### config.mk
export PLATFORM = sky130hd
export DESIGN_NAME = hex_ascii_streamer
export DESIGN_NICKNAME = d
export VERILOG_FILES = /design/src/rtl/hex_ascii_streamer.sv
export SDC_FILE = /design/constraint.sdc
export NUM_CORES = 1
export LEC_CHECK = 0
export ABC_AREA = 1
export BUFFER_PORTS_ARGS = -buffer_cell sky130_fd_sc_hd__buf_2
export CORE_AREA = 2 2 75 77
export DETAILED_ROUTE_END_ITERATION = 6
export DIE_AREA = 0 0 77 79
export GPL_TIMING_DRIVEN = 0
export PLACE_DENSITY_LB_ADDON = 0.15
export REMOVE_ABC_BUFFERS = 1
export SLEW_MARGIN = 25
export SYNTH_ARGS = -nofsm -noshare
export SYNTH_HDL_FRONTEND = slang
export SYNTH_SLANG_ARGS = --single-unit
export TNS_END_PERCENT = 50
### constraint.sdc
create_clock -name clk -period 2.88 [get_ports clk]
set_clock_uncertainty 0.1 [all_clocks]
set_input_delay 0.144 -clock clk [delete_from_list [all_inputs] [get_ports clk]]
set_output_delay 0.144 -clock clk [all_outputs]
set_load 0.005 [all_outputs]
### src/rtl/hex_ascii_streamer.sv
// Streams one captured word as ASCII hex text, one byte per output handshake,
// with optional "0x" prefix, leading-zero suppression and terminator byte.
module hex_ascii_streamer #(
  parameter int         DATA_WIDTH     = 32,
  parameter bit         PREFIX_EN      = 1'b1,
  parameter bit         SUPPRESS_ZEROS = 1'b0,
  parameter bit         TERM_EN        = 1'b1,
  parameter logic [7:0] TERM_CHAR      = 8'h0A,
  parameter bit         UPPERCASE      = 1'b1
) (
  input  logic                  clk,
  input  logic                  rst,
  input  logic                  in_valid,
  output logic                  in_ready,
  input  logic [DATA_WIDTH-1:0] in_data,
  output logic                  out_valid,
  input  logic                  out_ready,
  output logic [7:0]            out_char,
  output logic                  out_last,
  output logic                  busy,
  output logic [2:0]            dbg_state
);

  localparam int NDIG = DATA_WIDTH / 4;
  localparam int IW   = (NDIG > 1) ? $clog2(NDIG) : 1;
  localparam logic [IW-1:0] IDX_TOP = IW'(NDIG - 1);

  localparam logic [2:0] S_IDLE   = 3'd0;
  localparam logic [2:0] S_PFX0   = 3'd1;
  localparam logic [2:0] S_PFX1   = 3'd2;
  localparam logic [2:0] S_DIGITS = 3'd3;
  localparam logic [2:0] S_TERM   = 3'd4;

  // Handshakes: a transfer happens on a rising edge where valid && ready;
  // the producer holds its payload stable while valid && !ready.

  logic [2:0]            r_state;
  logic [IW-1:0]         r_idx;
  logic [DATA_WIDTH-1:0] r_data;
  logic                  r_out_valid;
  logic [7:0]            r_out_char;
  logic                  r_out_last;

  logic                  w_in_fire;
  logic                  w_out_fire;
  logic                  w_adv;
  logic [2:0]            w_nxt_state;
  logic [IW-1:0]         w_nxt_idx;
  logic [IW-1:0]         w_lead_idx;
  logic [IW-1:0]         w_start_idx;
  logic [DATA_WIDTH-1:0] w_src;
  logic [3:0]            w_nib;
  logic [7:0]            w_nxt_char;
  logic                  w_nxt_last;

  function automatic logic [7:0] f_hex(input logic [3:0] n);
    if (n < 4'd10) f_hex = 8'h30 + {4'h0, n};
    else           f_hex = (UPPERCASE ? 8'h41 : 8'h61) + {4'h0, n} - 8'd10;
  endfunction

  assign in_ready   = (r_state == S_IDLE) && !rst;
  assign w_in_fire  = in_valid && in_ready;
  assign w_out_fire = r_out_valid && out_ready;

  // Highest nonzero nibble wins; an all-zero word leaves the index at 0.
  always_comb begin
    w_lead_idx = '0;
    for (int i = 0; i < NDIG; i++) begin
      if (in_data[4*i +: 4] != 4'h0) w_lead_idx = IW'(i);
    end
  end

  assign w_start_idx = SUPPRESS_ZEROS ? w_lead_idx : IDX_TOP;

  always_comb begin
    w_nxt_state = r_state;
    w_nxt_idx   = r_idx;
    w_adv       = 1'b0;
    case (r_state)
      S_IDLE: begin
        if (w_in_fire) begin
          w_nxt_state = PREFIX_EN ? S_PFX0 : S_DIGITS;
          w_nxt_idx   = w_start_idx;
          w_adv       = 1'b1;
        end
      end
      S_PFX0: begin
        if (w_out_fire) begin
          w_nxt_state = S_PFX1;
          w_adv       = 1'b1;
        end
      end
      S_PFX1: begin
        if (w_out_fire) begin
          w_nxt_state = S_DIGITS;
          w_adv       = 1'b1;
        end
      end
      S_DIGITS: begin
        if (w_out_fire) begin
          w_adv = 1'b1;
          if (r_idx == '0) w_nxt_state = TERM_EN ? S_TERM : S_IDLE;
          else             w_nxt_idx   = r_idx - 1'b1;
        end
      end
      S_TERM: begin
        if (w_out_fire) begin
          w_nxt_state = S_IDLE;
          w_adv       = 1'b1;
        end
      end
      default: begin
        w_nxt_state = S_IDLE;
        w_adv       = 1'b1;
      end
    endcase
  end

  // The byte for the next state is prepared here and registered, so the
  // outputs come straight from flops and hold still under backpressure.
  assign w_src = (r_state == S_IDLE) ? in_data : r_data;

  always_comb begin
    w_nib = 4'h0;
    for (int i = 0; i < NDIG; i++) begin
      if (w_nxt_idx == IW'(i)) w_nib = w_src[4*i +: 4];
    end
  end

  always_comb begin
    w_nxt_char = 8'h00;
    case (w_nxt_state)
      S_PFX0:   w_nxt_char = 8'h30;
      S_PFX1:   w_nxt_char = 8'h78;
      S_DIGITS: w_nxt_char = f_hex(w_nib);
      S_TERM:   w_nxt_char = TERM_CHAR;
      default:  w_nxt_char = 8'h00;
    endcase
  end

  assign w_nxt_last = (w_nxt_state == S_TERM) ||
                      ((w_nxt_state == S_DIGITS) && (w_nxt_idx == '0) && (TERM_EN == 1'b0));

  always_ff @(posedge clk) begin
    if (rst) begin
      r_state     <= S_IDLE;
      r_idx       <= IDX_TOP;
      r_data      <= '0;
      r_out_valid <= 1'b0;
      r_out_char  <= 8'h00;
      r_out_last  <= 1'b0;
    end else if (w_adv) begin
      r_state     <= w_nxt_state;
      r_idx       <= w_nxt_idx;
      if (r_state == S_IDLE) r_data <= in_data;
      r_out_valid <= (w_nxt_state != S_IDLE);
      r_out_char  <= w_nxt_char;
      r_out_last  <= w_nxt_last;
    end
  end

  assign out_valid = r_out_valid;
  assign out_char  = r_out_char;
  assign out_last  = r_out_last;
  assign busy      = (r_state != S_IDLE);
  assign dbg_state = r_state;

endmodule

==> impl_metrics.ini, run 1 <==
[outcome]
status = finished clean

[timing]
hold_viol_final = 0
slew_headroom_pct = 53.2
timing.fmax_mhz = 384
drv_slew = 0
period_minus_slack_ns = 2.61
finalCritPeriodShare_pct = 90.5
setup_ws_ns = 0.275
tightestPinTransition_ns = 0.701
whs_ns = 0.0295
setup_violations = 0
fin_setup_tns_ns = 0

[pwr]
power.density_nw_per_um2 = 414
swShare_pct = 30.7
vdd_drop_max_v = 0.000260
p_switching_uw = 426
comb_power_share_pct = 20.0
p_leak_uw = 0.00156
p_int_uw = 963
pwr-share-seq_pct = 50.9
power_frac_clock_pct = 29.2

[yosys]
ys_async_sr_fraction_pct = 0
synth_cells = 407
ys_warn_count = 0
yosys_register_bits = 47
synth_most_common_cell = nand2_1
synth.distinct_cells = 34
synth_area_per_cell_um2 = 6.96
synth-edff-count = 0
yosysTopAreaCell = dfxtp_1
synth_area_um2 = 2830
synthTopCellsByArea = dfxtp_1 33%, nand2_1 14%, o21ai_0 6.9%
synthFlopType = dfxtp_1
yosysSeqAreaShare_pct = 33.2
synth_common_cells = 105 x nand2_1, 47 x dfxtp_1, 39 x o21ai_0
synth_top_area_share_pct = 33.2

[place]
dp_cells = 505
dp_hpwl_mm = 4.33
postPlaceCellArea_um2 = 3040
portBuffers = 49
dp_slack_ns = -0.709
gp_congestion = 0.792

[clock_network]
hold_buffers = 0
clockBufferDepth = 2
numCtsBuffers = 5
cts_tree = built
htreeDepth = 2
cts.clk_slew.worst_paths_ns = 0.09
cts.sinks = 47
clock_latency_ns = 0.31
cts-root-buf = clkbuf_8

[hold_path]
hold_start = in_data[9]
hold_class = input pin to flop

[route]
drc_errors = 0
post_drt_wl_per_cell_um = 14.4
drt_first_pass_iters = 5
ant_nets = 0
dr_total_vias = 3022
drt-vias-per-instance = 5.67
first_iter_violations = 258
drt-total-wl_mm = 7.70

[worst_setup_path]
startpoint = r_idx[0]
r2r-start = r_idx[0]
cp-end-kind = flop
critPathMaxStageDelay_ns = 0.35
crit_slowest_cell = dfxtp_2
critPathBufInv = 3
critical_path_class = flop to flop
critPathTopFamily = simple AND/OR/NAND/NOR gates
crit_chain = inv_1, ha_1, nand3_1, nand2_1, nand2_1, nor2_4, nor2_4, inv_2, nor2_2, inv_2, nor2_2, nor2_2, nand4_2, nor2_4, ha_1, nand2_1, nand3_1, nand2_1, nand2_1, a21oi_1
cp_common_cell = nand2_1
cp_max_fo = 6
cp.arrival_ns = 2.75
critPathRequiredTime_ns = 3.02
worst_setup_path_start_kind = flop

[finish]
final_cells = 533
nets = 499
drive_gt1_share_pct = 26.9
syn_to_final_growth_pct = 18.6
diodes = 0
postLayoutCellArea_um2 = 3360

[global_routing]
grt_pass1_vias = 2660
grt_pass1_wl_mm = 11.7
grt-ovfl-total = 0
grt_antenna_before_repair = 0
grt_max_degree = 73
grt_usage_pct = 23.7

[die]
core-area_um2 = 5340
die_width_um = 77
pin_count = 51
rows = 27
initial_core_util_pct = 53.0
die_area_um2 = 6080
die_y_um = 79

[job]
drv_cap = 0
-- placed cells by master, fill, tap and decap left out, types with 2 or more instances in the layout --
cell type / netlist / layout
o21ai_0: 39 / 39
inv_2: 5 / 4
nand3_2: 2 / 2
nand3_1: 38 / 38
nand4_4: 2 / 2
a31oi_1: 24 / 24
buf_2: 5 / 49
dfxtp_4: 0 / 3
a21oi_2: 1 / 3
nand4_1: 15 / 15
nand2_4: 1 / 3
nor3_1: 4 / 4
inv_1: 25 / 24
clkbuf_1: 9 / 2
nand2_1: 105 / 100
ha_1: 3 / 3
nor2_1: 17 / 13
nand3_4: 2 / 2
nand2_8: 0 / 2
nor2_4: 5 / 6
a21oi_1: 23 / 21
nand3b_1: 3 / 3
mux2i_1: 5 / 5
buf_4: 1 / 16
nor3_2: 2 / 2
clkbuf_8: 1 / 5
dfxtp_1: 47 / 43
nor2_2: 5 / 10
nand2_2: 6 / 9
-- layer usage --
layer | vias to the layer above | routed length [µm] | part of all wire, % | GRT usage [%]
met4 | 0 | 123 | 1.6 | 9.11
met5 | - | 0 | 0 | 0
met3 | 13 | 430 | 5.6 | 2.84
met2 | 105 | 3560 | 46 | 40.6
met1 | 1400 | 3580 | 47 | 30.8
li1 | 1504 | - | - | -
-- repair_timing --
item / 4_1_cts / 5_1_grt
endpoints found under the setup margin: 42 / 8
gates resized for setup: 5 / 23
pin swaps: 1 / 7
buffers inserted: 2 / 14
gates cloned: 1 / 3
-- tightest hold or removal path: stages --
cell     delay, ns
buf_2         0.09
nand3_1       0.09
a31oi_1       0.07
-- power groups by stage --
stage,Clock [µW],Sequential [µW],Combinational (µW)
final,405,707,277
after global routing,432,711,314
after global placement,0,720,242
after CTS,411,708,256
after floorplan,0,718,171
after detailed placement,0,722,246
-- logic make-up (layout without fill, tap and decap cells) --
logic type / count (synthesis) / in the layout / synth area share (%)
adders and majority gates: 3 / 3 / 1.33
other: 1 / 1 / 0.132
buffers and inverters: 53 / 103 / 8.79
and+or+nand+nor: 210 / 214 / 37.9
AOI/OAI and AO/OA: 88 / 88 / 16.8
DFF: 47 / 47 / 33.2
muxes: 5 / 5 / 1.77
-- sequential cells by signal (all words and copies together) (netlist names) --
signal     count
r_idx          3
r_data        32
out_valid      1
out_char       7
out_last       1
dbg_state      3
-- layout make-up --
class | instances | area (µm²)
fill | 516 | 1980
multi-input combinational | 311 | 1740
sequential | 47 | 953
timing repair buffer | 65 | 365
inverter | 30 | 128
tap | 72 | 90.1
clock buffer | 7 | 76.3
clock inverter | 1 | 5.00
-- through the flow --
step | util, % | power (µW)
floorplan | - | 889
global placement | 56.8 | 962
detailed placement | 56.9 | 968
CTS | 59.3 | 1370
global route | 62.9 | 1460
finish | 62.9 | 1390
-- worst paths after layout --
kind                  to  slack, ns  depth (start not counted)
max reg2reg  out_char[6]       0.27                         20
min            r_data[9]       0.03                          3
max          out_char[6]       0.27                         20
min reg2reg  out_char[3]       0.36                          2
(Power assumes the default switching activity.)
==> inputs of run 2 (changes only) <==
Settings changed: CORE_AREA 2 2 75 77 to 2 2 80 82, DIE_AREA 0 0 77 79 to 0 0 82 84.
==> impl_metrics.ini, run 2 (synthesis results as in run 1) <==
[outcome]
status = finished clean

[pwr]
pwr-share-seq_pct = 49.4
p_int_uw = 1010
power_frac_clock_pct = 31.5
p_switching_uw = 420
swShare_pct = 29.3
comb_power_share_pct = 19.1
p_leak_uw = 0.00155
total_power_uw = 1430
vdd_drop_max_v = 0.000214
power.density_nw_per_um2 = 428

[finish]
final_util_pct = 54.9
fill_cells = 611
diodes = 0
multiInputGateArea_um2 = 1720
syn_to_final_growth_pct = 18.3
layout_common_cells = 102 x nand2_1, 49 x buf_2, 43 x dfxtp_1, 39 x o21ai_0, 38 x nand3_1
final_common_cell = nand2_1
largest_reg_flops = 32
drive_gt1_share_pct = 25.3
seq_area_um2 = 946
nets = 497
top_register = r_data

[global_routing]
use_met3_pct = 3.68
grt_pass1_wl_mm = 11.7
grtUsageMet2_pct = 34.1
grt-ovfl-total = 0
grt_max_degree = 73
grt_usage_pct = 21.5
grt_antenna_before_repair = 0
top_usage_layer = met2
grt_pass1_vias = 2579
use_met1_pct = 29.0

[worst_setup_path]
critical_path_class = flop to flop
cp.arrival_ns = 2.74
cp-end-kind = flop
worst_setup_path_start_kind = flop
critPathRequiredTime_ns = 2.98
cp_max_fo = 72

[die]
die_width_um = 82
initial_core_util_pct = 46.4
core-area_um2 = 6100
die_y_um = 84
rows = 29
pin_count = 51
die_area_um2 = 6890

[timing]
finalCritPeriodShare_pct = 91.6
fin_setup_tns_ns = 0
tightestPinTransition_ns = 0.712
hold_viol_final = 0
drv_slew = 0
whs_ns = 0.0313
setup_violations = 0
slew_headroom_pct = 52.5
period_minus_slack_ns = 2.64
setup_ws_ns = 0.241
timing.fmax_mhz = 379

[route]
drc_errors = 0
ant_nets = 0
first_iter_violations = 193
post_drt_wl_per_cell_um = 14.1
drt-vias-per-instance = 5.44
drt_first_pass_iters = 4
dr_total_vias = 2916
drt-total-wl_mm = 7.58

[clock_network]
clockBufferDepth = 2
numCtsBuffers = 5
cts_tree = built
hold_buffers = 0
cts-root-buf = clkbuf_8
htreeDepth = 2
cts.clk_slew.worst_paths_ns = 0.09
cts.sinks = 47
clock_latency_ns = 0.31

[place]
dp_hpwl_mm = 4.69
portBuffers = 49
gp_congestion = 0.862
dp_slack_ns = -0.789

[job]
drv_cap = 0

[hold_path]
hold_class = input pin to flop
-- run 2: cell types whose count changed in the layout (fill, tap and decap cells not counted), moves of 2 or more --
cell / previous run / this run
dfxtp_2: 1 / 4
dfxtp_4: 3 / 0
nor2_1: 13 / 16
a21oi_1: 21 / 23
a21oi_2: 3 / 1
buf_4: 16 / 14
clkbuf_8: 5 / 7
nand2_1: 100 / 102
nand2_2: 9 / 7
nor2_2: 10 / 8
nor3_2: 2 / 0
nor3_4: 1 / 3
-- run 2: layer usage --
layer / vias to the layer above / wire [µm]
met2: 70 / 3480
li1: 1496 / -
met4: 0 / 126
met3: 7 / 378
met1: 1343 / 3600
met5: - / 0
-- run 2: metrics by stage --
stage	cells	cell area [µm²]
after floorplan	384	2700
after CTS	521	3190
after detailed placement	510	3040
final	536	3350
after global routing	536	3350
after global placement	510	3040
-- run 2: final timing paths --
kind         slack (ns)  cells after the start          end          from
max                0.24                     11  out_char[4]  dbg_state[0]
min                0.03                      3   r_data[24]   in_data[24]
max reg2reg        0.24                     11  out_char[4]  dbg_state[0]
min reg2reg        0.37                      2  out_char[3]   out_char[3]
-- run 2: what timing repair did --
action / in CTS / in global routing
setup endpoints to repair: 42 / 6
cloned: 1 / 2
resized for setup: 5 / 13
buffers inserted: 2 / 13
pin swaps: 1 / 7
endpoints found under the hold margin: 0 / 0
-- run 2: area by class of cell --
type                            instances  share of cell area (%)
Clock buffer                            8                    2.99
Timing Repair Buffer                   64                    11.1
Inverter                               30                    3.59
Tap cell                               77                    2.88
Multi-Input combinational cell        310                    51.2
Sequential cell                        47                    28.3
-- run 2: critical path: stages (launching register included) --
cell	delay, ns
dfxtp_2	0.38
nor2_4	0.27
nand4_4	0.17
buf_12	0.19
nand2_8	0.29
inv_2	0.18
a21oi_1	0.36
inv_1	0.13
o21ai_0	0.24
o21ai_0	0.11
inv_1	0.05
a21oi_1	0.05
-- run 2: power groups by stage --
| stage | Sequential, µW | Clock [µW] | Combinational (µW) |
|---|---|---|---|
| after floorplan | 718 | 0 | 171 |
| after global placement | 720 | 0 | 246 |
| after detailed placement | 722 | 0 | 251 |
| after CTS | 708 | 455 | 260 |
| after global routing | 713 | 478 | 307 |
| final | 708 | 451 | 274 |
